`config.mk`:
```
export PLATFORM = sky130hd
export DESIGN_NAME = mem_port_arbiter
export DESIGN_NICKNAME = d
export VERILOG_FILES = /design/src/rtl/mem_arb_pkg.sv /design/src/rtl/rr_arbiter2.sv /design/src/rtl/mem_port_arbiter.sv
export SDC_FILE = /design/constraint.sdc
export NUM_CORES = 1
export LEC_CHECK = 0
export BUFFER_PORTS_ARGS = -buffer_cell sky130_fd_sc_hd__buf_2
export CORE_UTILIZATION = 45
export DETAILED_ROUTE_END_ITERATION = 6
export PLACE_DENSITY = 0.73
export SLEW_MARGIN = 40
export SYNTH_ARGS = -nofsm -noshare
export SYNTH_HDL_FRONTEND = slang
export SYNTH_SLANG_ARGS = --single-unit
```
`constraint.sdc`:
```
create_clock -name clk -period 5.5 [get_ports clk]
set_clock_uncertainty 0.2 [all_clocks]
set_input_delay 0.55 -clock clk [delete_from_list [all_inputs] [get_ports clk]]
set_output_delay 0.55 -clock clk [all_outputs]
set_load 0.02 [all_outputs]
```
`src/rtl/mem_arb_pkg.sv`:
```
// Shared types and defaults for the CPU/DMA memory port arbiter.
package mem_arb_pkg;
  localparam int ADDR_W_DEF  = 12;
  localparam int DATA_W_DEF  = 16;
  localparam int MEM_LAT_DEF = 2;
  localparam int CNT_W       = 4;

  typedef enum logic [1:0] {
    IDLE   = 2'd0,
    ACCESS = 2'd1,
    RESP   = 2'd2
  } arb_state_e;

  localparam logic REQ_CPU = 1'b0;
  localparam logic REQ_DMA = 1'b1;
endpackage

```
`src/rtl/rr_arbiter2.sv`:
```
// Two-input round-robin arbiter; remembers the last winner so contention alternates.
module rr_arbiter2
  import mem_arb_pkg::*;
(
  input  logic clk,
  input  logic reset,
  input  logic i_en,
  input  logic i_req0,
  input  logic i_req1,
  output logic o_grant_valid,
  output logic o_grant_id,
  output logic o_last_grant
);
  logic r_last;
  logic w_gid;

  always_comb begin
    w_gid = REQ_CPU;
    if (i_req0 && i_req1) w_gid = ~r_last;
    else if (i_req1)      w_gid = REQ_DMA;
  end

  // Reset to DMA so the CPU wins the first contention.
  always_ff @(posedge clk or posedge reset) begin
    if (reset)                       r_last <= REQ_DMA;
    else if (i_en && o_grant_valid)  r_last <= w_gid;
  end

  assign o_grant_valid = i_req0 | i_req1;
  assign o_grant_id    = w_gid;
  assign o_last_grant  = r_last;
endmodule

```
`src/rtl/mem_port_arbiter.sv`:
```
// Serialises CPU and DMA accesses onto one fixed-latency memory port,
// returning a one-cycle ready pulse (with read data) to the granted requester.
module mem_port_arbiter
  import mem_arb_pkg::*;
#(
  parameter int ADDR_W  = ADDR_W_DEF,
  parameter int DATA_W  = DATA_W_DEF,
  parameter int MEM_LAT = MEM_LAT_DEF
) (
  input  logic              clk,
  input  logic              reset,
  input  logic              cpu_req,
  input  logic              cpu_we,
  input  logic [ADDR_W-1:0] cpu_addr,
  input  logic [DATA_W-1:0] cpu_wdata,
  output logic              cpu_ready,
  output logic [DATA_W-1:0] cpu_rdata,
  input  logic              dma_req,
  input  logic              dma_we,
  input  logic [ADDR_W-1:0] dma_addr,
  input  logic [DATA_W-1:0] dma_wdata,
  output logic              dma_ready,
  output logic [DATA_W-1:0] dma_rdata,
  output logic              mem_read,
  output logic              mem_write,
  output logic [ADDR_W-1:0] mem_addr,
  output logic [DATA_W-1:0] mem_wdata,
  input  logic [DATA_W-1:0] mem_rdata,
  output logic              busy,
  output logic              grant_id
);
  localparam logic [CNT_W-1:0] CNT_INIT = CNT_W'(MEM_LAT - 1);

  arb_state_e        r_state;
  logic [CNT_W-1:0]  r_cnt;
  logic              r_we;
  logic [ADDR_W-1:0] r_addr;
  logic [DATA_W-1:0] r_wdata;
  logic [DATA_W-1:0] r_rdata;
  logic              r_mem_read;
  logic              r_mem_write;
  logic              r_cpu_ready;
  logic              r_dma_ready;
  logic [DATA_W-1:0] r_cpu_rdata;
  logic [DATA_W-1:0] r_dma_rdata;

  logic              w_gvalid;
  logic              w_gid;
  logic              w_last;
  logic              w_sel_we;
  logic [ADDR_W-1:0] w_sel_addr;
  logic [DATA_W-1:0] w_sel_wdata;
  logic [DATA_W-1:0] w_resp_data;

  rr_arbiter2 u_arb (
    .clk           (clk),
    .reset         (reset),
    .i_en          (r_state == IDLE),
    .i_req0        (cpu_req),
    .i_req1        (dma_req),
    .o_grant_valid (w_gvalid),
    .o_grant_id    (w_gid),
    .o_last_grant  (w_last)
  );

  assign w_sel_we    = (w_gid == REQ_DMA) ? dma_we    : cpu_we;
  assign w_sel_addr  = (w_gid == REQ_DMA) ? dma_addr  : cpu_addr;
  assign w_sel_wdata = (w_gid == REQ_DMA) ? dma_wdata : cpu_wdata;
  // Writes return the last read value held in r_rdata, reads the live memory data.
  assign w_resp_data = r_we ? r_rdata : mem_rdata;

  always_ff @(posedge clk or posedge reset) begin
    if (reset) begin
      r_state     <= IDLE;
      r_cnt       <= '0;
      r_we        <= 1'b0;
      r_addr      <= '0;
      r_wdata     <= '0;
      r_rdata     <= '0;
      r_mem_read  <= 1'b0;
      r_mem_write <= 1'b0;
      r_cpu_ready <= 1'b0;
      r_dma_ready <= 1'b0;
      r_cpu_rdata <= '0;
      r_dma_rdata <= '0;
    end else begin
      case (r_state)
        IDLE: begin
          if (w_gvalid) begin
            r_we        <= w_sel_we;
            r_addr      <= w_sel_addr;
            r_wdata     <= w_sel_wdata;
            r_cnt       <= CNT_INIT;
            r_mem_read  <= ~w_sel_we;
            r_mem_write <= w_sel_we;
            r_state     <= ACCESS;
          end
        end
        ACCESS: begin
          if (r_cnt == '0) begin
            r_mem_read  <= 1'b0;
            r_mem_write <= 1'b0;
            if (!r_we) r_rdata <= mem_rdata;
            r_cpu_ready <= (w_last == REQ_CPU);
            r_dma_ready <= (w_last == REQ_DMA);
            r_cpu_rdata <= (w_last == REQ_CPU) ? w_resp_data : '0;
            r_dma_rdata <= (w_last == REQ_DMA) ? w_resp_data : '0;
            r_state     <= RESP;
          end else begin
            r_cnt <= r_cnt - 1'b1;
          end
        end
        RESP: begin
          r_cpu_ready <= 1'b0;
          r_dma_ready <= 1'b0;
          r_cpu_rdata <= '0;
          r_dma_rdata <= '0;
          r_state     <= IDLE;
        end
        default: begin
          r_mem_read  <= 1'b0;
          r_mem_write <= 1'b0;
          r_cpu_ready <= 1'b0;
          r_dma_ready <= 1'b0;
          r_state     <= IDLE;
        end
      endcase
    end
  end

  assign cpu_ready = r_cpu_ready;
  assign cpu_rdata = r_cpu_rdata;
  assign dma_ready = r_dma_ready;
  assign dma_rdata = r_dma_rdata;
  assign mem_read  = r_mem_read;
  assign mem_write = r_mem_write;
  assign mem_addr  = r_addr;
  assign mem_wdata = r_wdata;
  assign busy      = (r_state == ACCESS) || (r_state == RESP);
  assign grant_id  = w_last;
endmodule

```
Word level (Yosys, flattened, before mapping) --
Index checks and enable logic that the tools add are counted.
Operators by class: add/sub/neg operators 1, equality and inequality tests 5, mux-type cells 27, bitwise gates (word level) 5, reductions and logical operators 14
Operators by type and width (number):
- 16-bit two-way mux | 6
- 16-bit one-hot mux with 2 select lines | 2
- 12-bit two-way mux | 1
- 2-bit AND reduction | 5
- 1-bit two-way mux | 8
- 4-bit two-way mux | 2
- 4-bit one-hot mux with 2 select lines | 1
- 2-bit != test, second input constant | 3
- 1-bit one-hot mux with 3 select lines | 2
- 3-bit AND reduction | 2
- 4-bit zero test | 1
- 2-bit two-way mux | 2
- 1-bit inverter | 4
- 1-bit one-hot mux with 2 select lines | 2
- 2-bit one-hot mux with 2 select lines | 1
- 2-bit nonzero test | 2
- 4-bit by 1-bit subtractor with 4-bit output, second input constant | 1
- 2-bit by 1-bit == test with 1-bit output, second input constant | 1
- 2-bit == test, second input constant | 1
- 1-bit logical AND | 2
- 2-bit zero test | 1
- 1-bit logical OR | 1
- 1-bit bitwise OR | 1
Storage, ports and cells: register bits 88, input bits 78

Logic depth before layout (Yosys ltp) --
Gate-level depths: netlist (run 1).
depth in word-level cells 6, gate-level depth with buffers 8

Modules after synthesis --
Synthesis (run 1) repeated with hierarchy kept, for this count alone.
Unflattened totals: cells, all modules 359, area total of the unflattened synthesis 4156.5 um^2
Modules (own cells, without submodules):
- mem_port_arbiter | times used 1, cells each 353, area an instance 4101.4 um^2
- rr_arbiter2 | times used 1, cells each 6, area an instance 55.1 um^2

Worst setup path after synthesis (run 1) --
Ideal clock, no wire load.
path kind register -> register, start reg r_cnt[0], end reg r_rdata[0], library setup time 125 ps, arrival time 1998 ps, data required time 5175 ps, setup slack 3177 ps, cell stages (with the launch flop) 9, path buffers 3, period minus slack after synthesis 2323 ps, cell sequence dfrtp_1 -> inv_1 -> ha_1 -> or3b_1 -> buf_2 -> or3_1 -> buf_6 -> buf_12 -> mux2_4
On the way: longest elaborated chain between the ends 2
RTL lines:
- start, declared | RTL line mem_port_arbiter.sv:35 | logic [CNT_W-1:0] r_cnt;
- start signal, assigned | RTL line mem_port_arbiter.sv:110 | r_cnt <= r_cnt - 1'b1;
- 4-bit zero test | RTL line mem_port_arbiter.sv:100 | if (r_cnt == '0) begin
- 2-bit AND reduction (no line)
- end signal, assigned | RTL line mem_port_arbiter.sv:103 | if (!r_we) r_rdata <= mem_rdata;
- end, declared | RTL line mem_port_arbiter.sv:39 | logic [DATA_W-1:0] r_rdata;
Every way passes these cells. A chain may end at the register's enable or synchronous reset.

Worst setup path after layout (run 1) --
start reg r_state[1], end reg r_rdata[5]
On the way: longest elaborated chain between the ends 2
RTL lines:
- start, declared | RTL line mem_port_arbiter.sv:34 | arb_state_e r_state;
- start signal, assigned | RTL line mem_port_arbiter.sv:74 | r_state <= IDLE;
- start signal, assigned | RTL line mem_port_arbiter.sv:96 | r_state <= ACCESS;
- start signal, assigned | RTL line mem_port_arbiter.sv:108 | r_state <= RESP;
- 2-bit by 1-bit == test with 1-bit output | RTL line mem_port_arbiter.sv:87 | case (r_state)
- 2-bit AND reduction (no line)
Every way passes these cells.

==> impl_metrics.csv, run 1 <==
group,metric,value,unit
timing,setup_viol,0,
synthesis,netlist_instances,351,
drt,ant_nets,0,
die,core_area,8810,um^2
drt,firstDrtPassIters,7,
drt,avgRoutedWirePerCell,14.6,um
power,p_sw,1.35,mW
critical_path,worstSetupStartpointType,"flip-flop",
power,vdd_ir_drop_max,0.266,mV
timing,fin_tns_setup,0,ns
timing,max_freq,381,MHz
finish,diodes,0,
critical_path,critPathSlowestCell,"or3_2",
synthesis,synth_cell_types,35,
cts,clk_latency,0.35,ns
drt,vias_per_cell,5.09,
critical_path,cp-startpoint,"r_state[1]",
drt,drt-total-wl,8780,um
drt,drcViolationCount,11,
power,swShare,42.6,%
synthesis,syn-num-nets,435,
timing,fin_crit_sh,47.7,%
cts,htreeDepth,3,
cts,cts_tree,"yes",
power,p_per_area,610,nW/um^2
cts,cts_buffer_depth,2,
synthesis,ys_seq_elements,88,
timing,hold_viol,0,
critical_path,r2r-end,"r_rdata[5]",
critical_path,crit_fanout,16,
die,die_width,97.6,um
global_routing,grt_pass1_vias,3243,
placement,dp.final_hpwl,6410,um
die,start_util,46.7,%
global_routing,overflow,0,
finish,drive_above_1_share,45.5,%
synthesis,synth_warnings,0,
job,drv_cap,0,
global_routing,track_usage,20.1,%
timing,max_slew_margin,44.5,%
critical_path,reg2reg_slack,2.88,ns
timing,tightest_slew,0.831,ns
timing,fin_crit,2.62,ns
power,comb_power_share,49.7,%
timing,drv_slew,0,
critical_path,required,5.54,ns
die,die_h,97.6,um
synthesis,yosysTopAreaCellShare,52.9,%
timing,worst_slack,2.88,ns
cts,cts_buffers,9,
cts,cts.clk_slew.worst_paths,0.10,ns
synthesis,syn_area_per_cell,11.7,um^2
critical_path,cp-end-kind,"flip-flop",
finish,area_growth,26.1,%
synthesis,ys_seq_area_share,53.5,%
critical_path,worst_ep_arrival_time,2.66,ns
critical_path,cp_top_family,"simple AND/OR/NAND/NOR gates",
global_routing,grt_max_degree,89,
placement,gp_congestion,0.774,
timing,whs,0.188,ns
cts,clock-root-buffer,"clkbuf_8",
cts,cts_resized,0,
placement,portBuffers,143,
finish,final_cell_count_no_fill,603,
finish,fin_nets,574,
min_path,min_path_type,"in -> async",
placement,dpl.cell_count,587,
power,p_int,1.82,mW
synthesis,ys_top_cells_by_area,"dfrtp_1 (53%), mux2i_1 (11%), mux2_2 (11%), o21ai_0 (3.9%), mux2_4 (3.6%)",
critical_path,crit_buf_inv,2,
critical_path,critical_path_class,"reg -> reg",
placement,dp_slack,2.84,ns
critical_path,r2r_cells,5,
power,power.share.clock,13.9,%
die,ios,144,
power,leakagePower,2.67,nW
critical_path,rr_startpoint,"r_state[1]",
cts,post-cts-setup-buffer-count,0,
outcome,status,"complete, but fails checks",
die,die-area,9530,um^2
critical_path,crit_chain,"inv_1, ha_1, clkinv_1, or3_2, mux2_4",
drt,drtIter0Drc,109,
finish,regArea,2200,um^2
finish,num-fill-cells,729,
timing,rsz0062_at_grt,"false",
global_routing,antenna_found_initial,0,
synthesis,synth_top_area_cell,"dfrtp_1",
global_routing,grt_pass1_wl,15300,um
cts,ctsHoldBuffers,0,
power,seqPwrFrac,36.4,%
outcome,violations,"design-rule violations",
cts,clock-sinks,88,
finish,multi_input_area,1790,um^2
synthesis,syn_area,4120,um^2
drt,vias,3069,
die,std_cell_rows,34,
critical_path,slowest_delay,0.76,ns
## layout make-up
class | count | share of cell area, %
clock buffer | 9 | 2.39
clock inverter | 7 | 1.42
inverter | 12 | 0.892
multi-input combinational | 229 | 34.5
sequential | 88 | 42.5
tap | 108 | 2.60
timing repair buffer | 150 | 15.7
## registers in the layout, summed over array words and instances (netlist names), 2 cells and up
register	flops
r_rdata	16
mem_addr	12
cpu_rdata	16
dma_rdata	16
r_state	2
r_cnt	4
mem_wdata	16
## placed cells by master (no fill, tap or decap), types with 3 or more instances in the layout
| cell type | Yosys | layout |
|---|---|---|
| mux2_2 | 40 | 40 |
| nor2_1 | 32 | 32 |
| nand2_1 | 29 | 29 |
| inv_1 | 11 | 10 |
| clkbuf_8 | 0 | 10 |
| dfrtp_1 | 87 | 86 |
| buf_2 | 5 | 143 |
| mux2_4 | 10 | 10 |
| o22ai_1 | 4 | 4 |
| nor4_1 | 3 | 3 |
| inv_8 | 0 | 3 |
| mux2i_1 | 46 | 45 |
| a21oi_1 | 5 | 5 |
| o21ai_0 | 32 | 31 |
| buf_8 | 0 | 5 |
| ha_1 | 6 | 6 |
## power groups by stage
stage          combinational [mW]  sequential [mW]  clock (mW)
3_5_place_dp                 1.59             1.16           0
3_3_place_gp                 1.50             1.15           0
4_1_cts                      1.59             1.16       0.454
2_1_floorplan               0.860             1.39           0
6_report                     1.57             1.15       0.442
5_1_grt                      1.72             1.20       0.482
## cell families after synthesis
kind of cell               after synthesis  share of synthesized area (%)
and+or+nand+nor                         76                           7.99
buffers and inverters                   34                           3.83
DFF                                     88                           53.5
muxes                                   96                           25.8
adders and majority gates                6                           1.82
AOI/OAI and AO/OA                       51                           7.05
## Yosys cell counts
library cell,number
nand2_1,29
mux2_2,40
o31a_1,1
o21ai_0,32
buf_1,1
a21boi_1,1
clkbuf_1,14
a21oi_1,5
or3_1,2
buf_2,5
inv_1,11
o22ai_1,4
dfrtp_1,87
mux2_4,10
or3b_2,1
dfstp_2,1
a31oi_1,2
nor2_1,32
nor4_1,3
o2111ai_1,1
nor3b_1,2
nor3_1,2
buf_12,1
a211o_1,1
or3b_1,1
buf_6,1
nand2b_1,2
o2bb2ai_1,1
ha_1,6
a32o_1,1
clkinv_1,1
or2_2,1
mux2i_1,46
or2b_1,1
a211oi_1,2
## worst max path at each step
| stage | to | cells after the start |
|---|---|---|
| after floorplan | cpu_rdata[0] | 1 |
| after global placement | r_rdata[7] | 5 |
| after detailed placement | r_rdata[5] | 5 |
| after CTS | r_rdata[5] | 5 |
| after global routing | cpu_rdata[11] | 6 |
| final | r_rdata[5] | 5 |
## stage by stage
step / instance area (um^2) / util [%] / power, mW
finish: 5190 / 59.0 / 3.17
global route: 5190 / 59.0 / 3.40
floorplan: 4120 / - / 2.25
CTS: 5190 / 58.9 / 3.20
detailed placement: 4990 / 56.7 / 2.75
global placement: 4900 / 55.6 / 2.65
## worst reg2reg max path, stage by stage, from the launching register on
cell	delay [ns]
dfrtp_1	0.41
inv_1	0.11
ha_1	0.35
clkinv_1	0.31
or3_2	0.77
mux2_4	0.38
## routing by layer
| layer | wire (um) | track usage, % | vias to the layer above |
|---|---|---|---|
| met2 | 4360 | 34.2 | 113 |
| met4 | 116 | 5.71 | 0 |
| met3 | 543 | 6.12 | 11 |
| met5 | 0 | 0 | - |
| met1 | 3760 | 24.7 | 1454 |
| li1 | - | - | 1491 |
No activity file was read; power rests on OpenSTA's default activity.
==> run 2, diff against run 1 <==
Settings changed: ABC_AREA from default to 1, PLACE_DENSITY 0.73 to 0.76.
Clock period 5.5 ns to 2.2 ns, I/O delays scaled along.
==> impl_metrics.csv, run 2 <==
group,metric,value,unit
finish,final_common_cell,"buf_2",
cts,ctsHoldBuffers,29,
drt,drtIter0Drc,269,
power,comb_power_share,51.7,%
finish,drive_above_1_share,26.7,%
synthesis,synth.most_common_cell,"nand3_1",
timing,fin_crit,1.95,ns
placement,dpl.cell_count,727,
finish,fin_nets,743,
drt,ant_nets,0,
global_routing,antenna_found_initial,0,
synthesis,ys_seq_elements,88,
synthesis,synth-async-reset-ratio,100,%
critical_path,slowest_delay,0.41,ns
timing,hold_viol,0,
power,swShare,47.0,%
drt,avgRoutedWirePerCell,14.4,um
global_routing,grt_pass1_vias,3947,
power,power.share.clock,13.0,%
timing,fin_tns_setup,0,ns
die,core_area,8890,um^2
drt,vias,4057,
cts,post-cts-setup-buffer-count,0,
timing,rsz0062_at_grt,"false",
critical_path,worstSetupStartpointType,"flip-flop",
critical_path,critical_path_class,"reg -> reg",
power,seqPwrFrac,35.4,%
drt,vias_per_cell,5.26,
power,leakagePower,2.89,nW
synthesis,syn_area,4210,um^2
drt,firstDrtPassIters,5,
cts,cts_resized,0,
timing,setup_viol,0,
cts,cts.clk_slew.worst_paths,0.09,ns
global_routing,grt_max_degree,89,
synthesis,synth_common_cells,"nand3_1 (127), nand2_1 (97), dfrtp_1 (87), nor2_1 (38)",
placement,portBuffers,143,
placement,dp.final_hpwl,7150,um
drt,drt-total-wl,11100,um
die,start_util,47.3,%
global_routing,met3_usage,6.17,%
power,p_per_area,1460,nW/um^2
synthesis,syn-num-nets,583,
synthesis,yosysTopAreaCellShare,51.7,%
cts,clock-root-buffer,"clkbuf_8",
die,std_cell_rows,34,
drt,drcViolationCount,0,
min_path,hold_depth,4,
outcome,status,"finished, final reports clean",
synthesis,syn_area_per_cell,8.43,um^2
die,ios,144,
critical_path,crit_chain,"inv_1, ha_1, inv_1, nand2_1, nand2_2, nand3_1, nand2_1",
synthesis,synth_warnings,0,
critical_path,cp-end-kind,"flip-flop",
critical_path,crit_fanout,32,
power,vdd_ir_drop_max,0.628,mV
timing,tightest_slew,0.579,ns
critical_path,required,2.24,ns
synthesis,synth_top_area_cell,"dfrtp_1",
die,die_h,98.7,um
global_routing,grt.met2_usage,40.3,%
die,die_width,98.7,um
job,drv_cap,0,
cts,htreeDepth,3,
power,p_sw,3.75,mW
synthesis,netlist_instances,499,
global_routing,met1_usage,31.0,%
global_routing,overflow,0,
timing,max_slew_margin,61.4,%
synthesis,ys_top_cells_by_area,"dfrtp_1 (52%), nand3_1 (15%), nand2_1 (8.7%), o21a_1 (5.0%), a21oi_1 (3.9%)",
critical_path,worst_ep_arrival_time,1.99,ns
finish,final_cell_count_no_fill,772,
global_routing,grt_busiest_layer,"met2",
finish,area_growth,29.5,%
synthesis,synth_edf_count,0,
die,die-area,9740,um^2
placement,gp_congestion,0.817,
power,p_int,4.23,mW
timing,fin_crit_sh,88.5,%
min_path,min_path_type,"in -> reg",
synthesis,synth_cell_types,21,
cts,clock-sinks,88,
cts,cts_buffers,9,
finish,diodes,0,
global_routing,grt_pass1_wl,18700,um
critical_path,critPathSlowestCell,"dfrtp_1",
global_routing,track_usage,24.0,%
cts,cts_buffer_depth,2,
cts,clk_latency,0.35,ns
timing,drv_slew,0,
cts,cts_tree,"yes",
synthesis,ys_seq_area_share,52.3,%
synthesis,synth-main-ff-cell,"dfrtp_1",
timing,max_freq,514,MHz
critical_path,r2r_cells,7,
finish,layout_common_cells,"buf_2 (143), nand3_1 (127), nand2_1 (97), dfrtp_1 (87), nor2_1 (38)",
run 2: worst max-delay path: cells and delay by family (launching register included):
kind                       cells  cell delay (ns)
and+or+nand+nor                4             0.72
DFF                            1             0.41
adders and majority gates      1             0.25
buffers and inverters          2             0.23
run 2: logic make-up after synthesis:
kind of cell / synth area share (%)
adders and majority gates: 1.78
buffers and inverters: 7.70
xor gates and xnor gates: 0.208
AOI/OAI and AO/OA: 9.84
DFF: 52.3
and+or+nand+nor: 28.1
run 2: power by group through the flow:
stage / registers [mW] / logic, mW / clock network, mW
after global placement: 2.80 / 3.97 / 0
after detailed placement: 2.83 / 4.07 / 0
after CTS: 2.81 / 4.11 / 1.06
after global routing: 2.90 / 4.58 / 1.13
after floorplan: 3.46 / 2.26 / 0
final: 2.82 / 4.12 / 1.03
run 2: layout make-up:
type | count | area (um^2)
Clock buffer | 9 | 124
Sequential cell | 88 | 2200
Multi-Input combinational cell | 343 | 1690
Fill cell | 757 | 3440
Inverter | 34 | 131
Tap cell | 108 | 135
Clock inverter | 7 | 52.6
Timing Repair Buffer | 183 | 1110
run 2: metal layers:
layer,wire (um),part of all wire (%)
met1,4810,43
met2,5370,48
met3,803,7.2
met4,137,1.2
met5,0,0
run 2: final timing paths:
check,from,endpoint,slack [ns]
max in group asynchronous,reset,mem_wdata[15],1.10
hold reg to reg,r_cnt[1],r_cnt[1],0.28
setup reg to reg,r_state[1],dma_rdata[11],0.25
setup / recovery,r_state[1],dma_rdata[11],0.25
min in group asynchronous,reset,r_rdata[11],0.32
hold / removal,dma_addr[0],mem_addr[0],0.02
run 2: metrics by stage:
stage	total power [mW]	util [%]	setup slack, ns	cell area (um^2)	hold WS (ns)
2_1_floorplan	5.72	-	0.574	4210	0.242
3_3_place_gp	6.77	56.0	0.389	4980	0.191
3_5_place_dp	6.90	56.0	0.291	4980	0.192
4_1_cts	7.99	61.3	0.277	5450	0.000812
5_1_grt	8.60	61.3	0.113	5450	0.0217
6_report	7.98	61.3	0.253	5450	0.0200
